### src/rtl/mem_arbiter_pkg.sv
// mem_arbiter_pkg: shared state encoding and byte-enable constants for the memory arbiter.
package mem_arbiter_pkg;
  typedef enum logic [1:0] {IDLE, IF_ACC, D_ACC, DONE} arb_state_t;
  localparam logic [3:0] BE_WORD = 4'b1111;
  localparam logic [3:0] BE_NONE = 4'b0000;
endpackage

### src/rtl/mem_lane_align.sv
// mem_lane_align: byte-enable and write-data lane steering for word or byte accesses.
module mem_lane_align
  import mem_arbiter_pkg::*;
(
  input  logic        i_byte,
  input  logic [1:0]  i_addr,
  input  logic [31:0] i_wdata,
  output logic [3:0]  o_be,
  output logic [31:0] o_wdata
);
  assign o_be = i_byte ? (4'b0001 << i_addr) : BE_WORD;
  assign o_wdata = i_byte ? {4{i_wdata[7:0]}} : i_wdata;
endmodule

### src/rtl/mem_arbiter.sv
// mem_arbiter: arbitrates an instruction-fetch and a data requester onto one Avalon-MM master,
// with alternating tie-break, misalignment errors and an optional waitrequest timeout.
module mem_arbiter
  import mem_arbiter_pkg::*;
#(
  parameter int unsigned WAIT_LIMIT = 0
) (
  input  logic        clk,
  input  logic        reset,
  input  logic        if_req,
  input  logic [31:0] if_addr,
  output logic        if_done,
  output logic [31:0] if_rdata,
  input  logic        d_req,
  input  logic        d_we,
  input  logic        d_byte,
  input  logic [31:0] d_addr,
  input  logic [31:0] d_wdata,
  output logic        d_done,
  output logic [31:0] d_rdata,
  output logic        d_err,
  output logic [31:0] avm_address,
  output logic        avm_read,
  output logic        avm_write,
  output logic [31:0] avm_writedata,
  output logic [3:0]  avm_byteenable,
  input  logic [31:0] avm_readdata,
  input  logic        avm_waitrequest,
  output logic        busy
);
  arb_state_t  r_state, w_next;
  logic        r_last_d, r_sel_d, r_d_err, r_read, r_write;
  logic [31:0] r_if_rdata, r_d_rdata, r_address, r_writedata, r_wait_cnt;
  logic [3:0]  r_be, w_be;
  logic [31:0] w_wdata;
  logic        w_acc, w_ack, w_abort, w_grant_d, w_grant_if, w_mis;

  mem_lane_align u_lane (
    .i_byte  (d_byte),
    .i_addr  (d_addr[1:0]),
    .i_wdata (d_wdata),
    .o_be    (w_be),
    .o_wdata (w_wdata)
  );

  assign w_acc = (r_state == IF_ACC) || (r_state == D_ACC);
  assign w_ack = w_acc && !avm_waitrequest;
  assign w_abort = w_acc && avm_waitrequest && (WAIT_LIMIT != 0) && (r_wait_cnt == WAIT_LIMIT - 1);
  // r_last_d resets to 0 ("fetch served last"), so data wins the first tie
  assign w_grant_d = (r_state == IDLE) && d_req && (!if_req || !r_last_d);
  assign w_grant_if = (r_state == IDLE) && if_req && !w_grant_d;
  assign w_mis = !d_byte && (d_addr[1:0] != 2'b00);

  always_comb begin
    w_next = r_state;
    if (r_state == IDLE) w_next = w_grant_d ? (w_mis ? DONE : D_ACC) : (w_grant_if ? IF_ACC : IDLE);
    else if (r_state == DONE) w_next = IDLE;
    else if (w_ack || w_abort) w_next = DONE;
  end

  always_ff @(posedge clk or posedge reset) begin
    if (reset) r_state <= IDLE;
    else r_state <= w_next;
  end

  always_ff @(posedge clk or posedge reset) begin
    if (reset) begin
      r_last_d <= 1'b0;
      r_sel_d <= 1'b0;
      r_d_err <= 1'b0;
      r_read <= 1'b0;
      r_write <= 1'b0;
      r_if_rdata <= '0;
      r_d_rdata <= '0;
      r_address <= '0;
      r_writedata <= '0;
      r_wait_cnt <= '0;
      r_be <= BE_NONE;
    end else begin
      r_wait_cnt <= (w_acc && avm_waitrequest) ? r_wait_cnt + 32'd1 : '0;
      if (w_grant_d) begin
        r_sel_d <= 1'b1;
        r_last_d <= 1'b1;
        r_d_err <= w_mis;
        r_address <= d_addr & ~32'h3;
        r_read <= !w_mis && !d_we;
        r_write <= !w_mis && d_we;
        r_be <= w_mis ? BE_NONE : w_be;
        r_writedata <= d_we ? w_wdata : '0;
      end else if (w_grant_if) begin
        r_sel_d <= 1'b0;
        r_last_d <= 1'b0;
        r_address <= if_addr & ~32'h3;
        r_read <= 1'b1;
        r_write <= 1'b0;
        r_be <= BE_WORD;
        r_writedata <= '0;
      end
      if (w_ack || w_abort) begin
        r_read <= 1'b0;
        r_write <= 1'b0;
      end
      if ((r_state == IF_ACC) && (w_ack || w_abort)) r_if_rdata <= w_ack ? avm_readdata : '0;
      if (r_state == D_ACC) begin
        r_d_err <= w_abort;
        if (w_ack && r_read) r_d_rdata <= avm_readdata;
      end
    end
  end

  assign busy = r_state != IDLE;
  assign if_done = (r_state == DONE) && !r_sel_d;
  assign d_done = (r_state == DONE) && r_sel_d;
  assign if_rdata = r_if_rdata;
  assign d_rdata = r_d_rdata;
  assign d_err = r_d_err;
  assign avm_address = r_address;
  assign avm_read = r_read;
  assign avm_write = r_write;
  assign avm_writedata = r_writedata;
  assign avm_byteenable = r_be;
endmodule
### config.mk
export PLATFORM = sky130hd
export DESIGN_NAME = mem_arbiter
export DESIGN_NICKNAME = d
export VERILOG_FILES = /design/src/rtl/mem_arbiter_pkg.sv /design/src/rtl/mem_lane_align.sv /design/src/rtl/mem_arbiter.sv
export SDC_FILE = /design/constraint.sdc
export NUM_CORES = 1
export LEC_CHECK = 0
export ABC_AREA = 1
export BUFFER_PORTS_ARGS = -buffer_cell sky130_fd_sc_hd__buf_4
export CAP_MARGIN = 25
export CORE_UTILIZATION = 35
export CTS_BUF_LIST = sky130_fd_sc_hd__clkbuf_4 sky130_fd_sc_hd__clkbuf_8 sky130_fd_sc_hd__clkbuf_16
export DETAILED_ROUTE_END_ITERATION = 10
export PLACE_DENSITY = 0.61
export SYNTH_ARGS = -nofsm -noshare
export SYNTH_HDL_FRONTEND = slang
export SYNTH_HIERARCHICAL = 1
export SYNTH_SLANG_ARGS = --single-unit
### constraint.sdc
create_clock -name clk -period 6.21 [get_ports clk]
set_input_delay 0.621 -clock clk [delete_from_list [all_inputs] [get_ports clk]]
set_output_delay 0.621 -clock clk [all_outputs]
set_load 0.1 [all_outputs]
==> flow_summary.yaml <==
place:
  place.port_buffers: 268
  gp_congestion: 0.782
  dp_hpwl_um: 11800
global_routing:
  grt_pass1_wl_um: 27900
  grt_overflow: 0
  grtUsageTotal_pct: 20.4
  antenna_found_initial: 0
  first_global_vias: 5370
  grt_max_degree: 80
critical_path:
  startpoint: "r_state[0]"
  rr_startpoint: "r_state[0]"
  crit_required_ns: 6.56
  crit_path_end_kind: "register"
  rr_worst_depth: 8
  crit_family: "compound AO/OA/AOI/OAI gates"
  cp_num_buf_inv: 2
  start_kind: "register"
  slowest_stage: "a21oi_4"
  rrSetupSlack_ns: 3.58
  r2r_end: "avm_writedata[11]"
  worst-endpoint-arrival_ns: 2.98
  crit_path_frequent_cell: "nand2_1"
  cp_slowest_stage_delay_ns: 0.77
  path_max_fanout: 37
  crit_type: "register to register"
  path_cells: "inv_1 > ha_1 > nand2_2 > a21oi_4 > nand2_1 > inv_2 > nand2_1 > nand2_1"
  crit_end: "avm_writedata[11]"
  cp.depth: 8
floorplan:
  initial_utilization_pct: 35.7
  num_io_pins: 273
  die_w_um: 132
  dieArea_sq_um: 17300
  die_y_um: 132
  core_sq_um: 16500
  rows: 47
timing:
  worst_pin_slew_ns: 1.01
  post-route-period-util_pct: 42.4
  setup_tns_ns: 0
  hold_viol_final: 0
  finalMaxSlewViolations: 0
  fin_skew_ns: 0.00671
  setup_viol: 0
  fin_crit_ns: 2.63
  fmax_ghz: 0.380
  timing.slew.headroom_pct: 32.3
  rsz0062_at_grt: "false"
clock_network:
  clk_pin_slew_ns: 0.06
  cts_resized: 0
  clk_path_buf_depth: 2
  cts_tree: "yes"
  root_buffer: "clkbuf_16"
  cts_buffers: 17
  clock_latency_ns: 0.41
  holdBufCountCts: 0
  cts_setup_buffers: 0
  clock-sinks: 136
  h-tree-depth: 4
cells_and_area:
  fin_nets: 1086
  antenna_cells_inserted: 0
  nFillCells: 1609
  seq_area_sq_um: 3400
  multi_input_area_sq_um: 2030
  drive_gt1_share_pct: 32.8
  synthToLayoutAreaGrowth_pct: 46.9
status:
  status: "complete, no violations"
routing:
  antenna_left: 0
  first_iter_violations: 293
  vias_per_cell: 4.55
  drt_wl_total_um: 17000
  dr.pass1.iters: 5
  vias: 5371
  route.detailed.drc: 0
  wl_per_cell_um: 14.4
synth:
  yosys_warnings: 6
  synthesis.area_sq_um: 5880
  ys.flop_type: "dfrtp_1"
  synth-seq-cells: 136
  synth_edf_count: 0
  syn_inst: 700
  synthArstFlopShare_pct: 100
  synth_area_leaders: "dfrtp_1 (58%), nand2_1 (16%), o21ai_0 (8.9%)"
  synth_common_cells: "nand2_1 (247), dfrtp_1 (136), o21ai_0 (104)"
  yosys.area.top_type: "dfrtp_1"
  yosysMostFrequentCell: "nand2_1"
  syn-mean-instance-area_sq_um: 8.40
  yosysSeqAreaShare_pct: 57.9
  synth.distinct_cells: 22
  synth_top_cell_area_share_pct: 57.9
min_path:
  worst_hold_path_type: "primary input to asynchronous set/reset pin"
flow_run:
  max_cap_viol_count: 0
-- routing by layer --
metal	up-vias	part of all wire (%)	GRT usage [%]
met5	-	0	0
met4	0	1.9	6.40
met3	22	6.9	6.37
met2	175	48	33.1
met1	2484	44	25.8
li1	2690	-	-
-- how the worst min path moves through the flow --
stage / start / slack, ns / cells after the start / end
global route: reset / 0.30 / 2 / avm_writedata[11]
finish: reset / 0.26 / 2 / avm_writedata[11]
CTS: reset / 0.28 / 2 / avm_writedata[11]
floorplan: r_state[1] / 0.52 / 2 / r_state[1]
detailed placement: avm_writedata[1] / 0.47 / 2 / avm_writedata[1]
global placement: avm_writedata[6] / 0.47 / 2 / avm_writedata[6]
-- layout make-up --
cell class              instances  share of cell area, %
clock buffers                  21                   5.42
multi-input cells             469                   23.5
inverters                      50                   2.23
well taps                     220                   3.19
flip-flops and latches        136                   39.4
repair buffers                273                   24.3
clock inverters                11                   1.98
-- metrics by stage --
stage / hold slack (ns) / cell area [sq um] / std cells / utilization (%) / setup WS (ns)
2_1_floorplan: 0.521 / 5880 / 701 / - / 1.95
3_3_place_gp: 0.466 / 7930 / 1145 / 48.1 / 2.89
3_5_place_dp: 0.466 / 7930 / 1145 / 48.1 / 2.84
4_1_cts: 0.280 / 8570 / 1177 / 52.0 / 2.85
5_1_grt: 0.301 / 8640 / 1180 / 52.5 / 3.28
6_report: 0.261 / 8640 / 1180 / 52.5 / 3.58
-- layout by cell type, fill, tap and decap left out, types with 4 or more instances in the layout --
| master | instances |
|---|---|
| inv_2 | 4 |
| inv_1 | 45 |
| o21ai_1 | 10 |
| o21ai_0 | 104 |
| nand2_1 | 247 |
| dfrtp_1 | 136 |
| a21oi_1 | 42 |
| buf_4 | 270 |
| bufinv_16 | 4 |
| nor2_1 | 50 |
| clkbuf_16 | 17 |
| ha_1 | 4 |
-- worst register-to-register path, stage by stage, from the launching register on --
cell     delay [ns]
dfrtp_1        0.41
inv_1          0.09
ha_1           0.22
nand2_2        0.11
a21oi_4        0.77
nand2_1        0.27
inv_2          0.46
nand2_1        0.16
nand2_1        0.08
-- sequential cells by signal, summed over array words and instances (netlist names) --
| signal | flops |
|---|---|
| avm_writedata | 32 |
| d_rdata | 32 |
| if_rdata | 32 |
| avm_address | 30 |
| avm_byteenable | 4 |
| r_state | 2 |
| avm_read | 1 |
| avm_write | 1 |
| d_err | 1 |
| r_sel_d | 1 |
-- logic make-up (layout without fill, tap and decap cells) --
kind of cell | Yosys count | count (layout) | share of synthesized area, %
AOI/OAI and AO/OA | 159 | 159 | 13.8
adders and majority gates | 4 | 4 | 0.851
buffers and inverters | 96 | 355 | 7.64
DFF | 136 | 136 | 57.9
other | 1 | 2 | 0.0638
and+or+nand+nor | 304 | 304 | 19.8
Power is not shown: default switching activity piles up to over one toggle a cycle in this logic, so the estimate is an artifact.
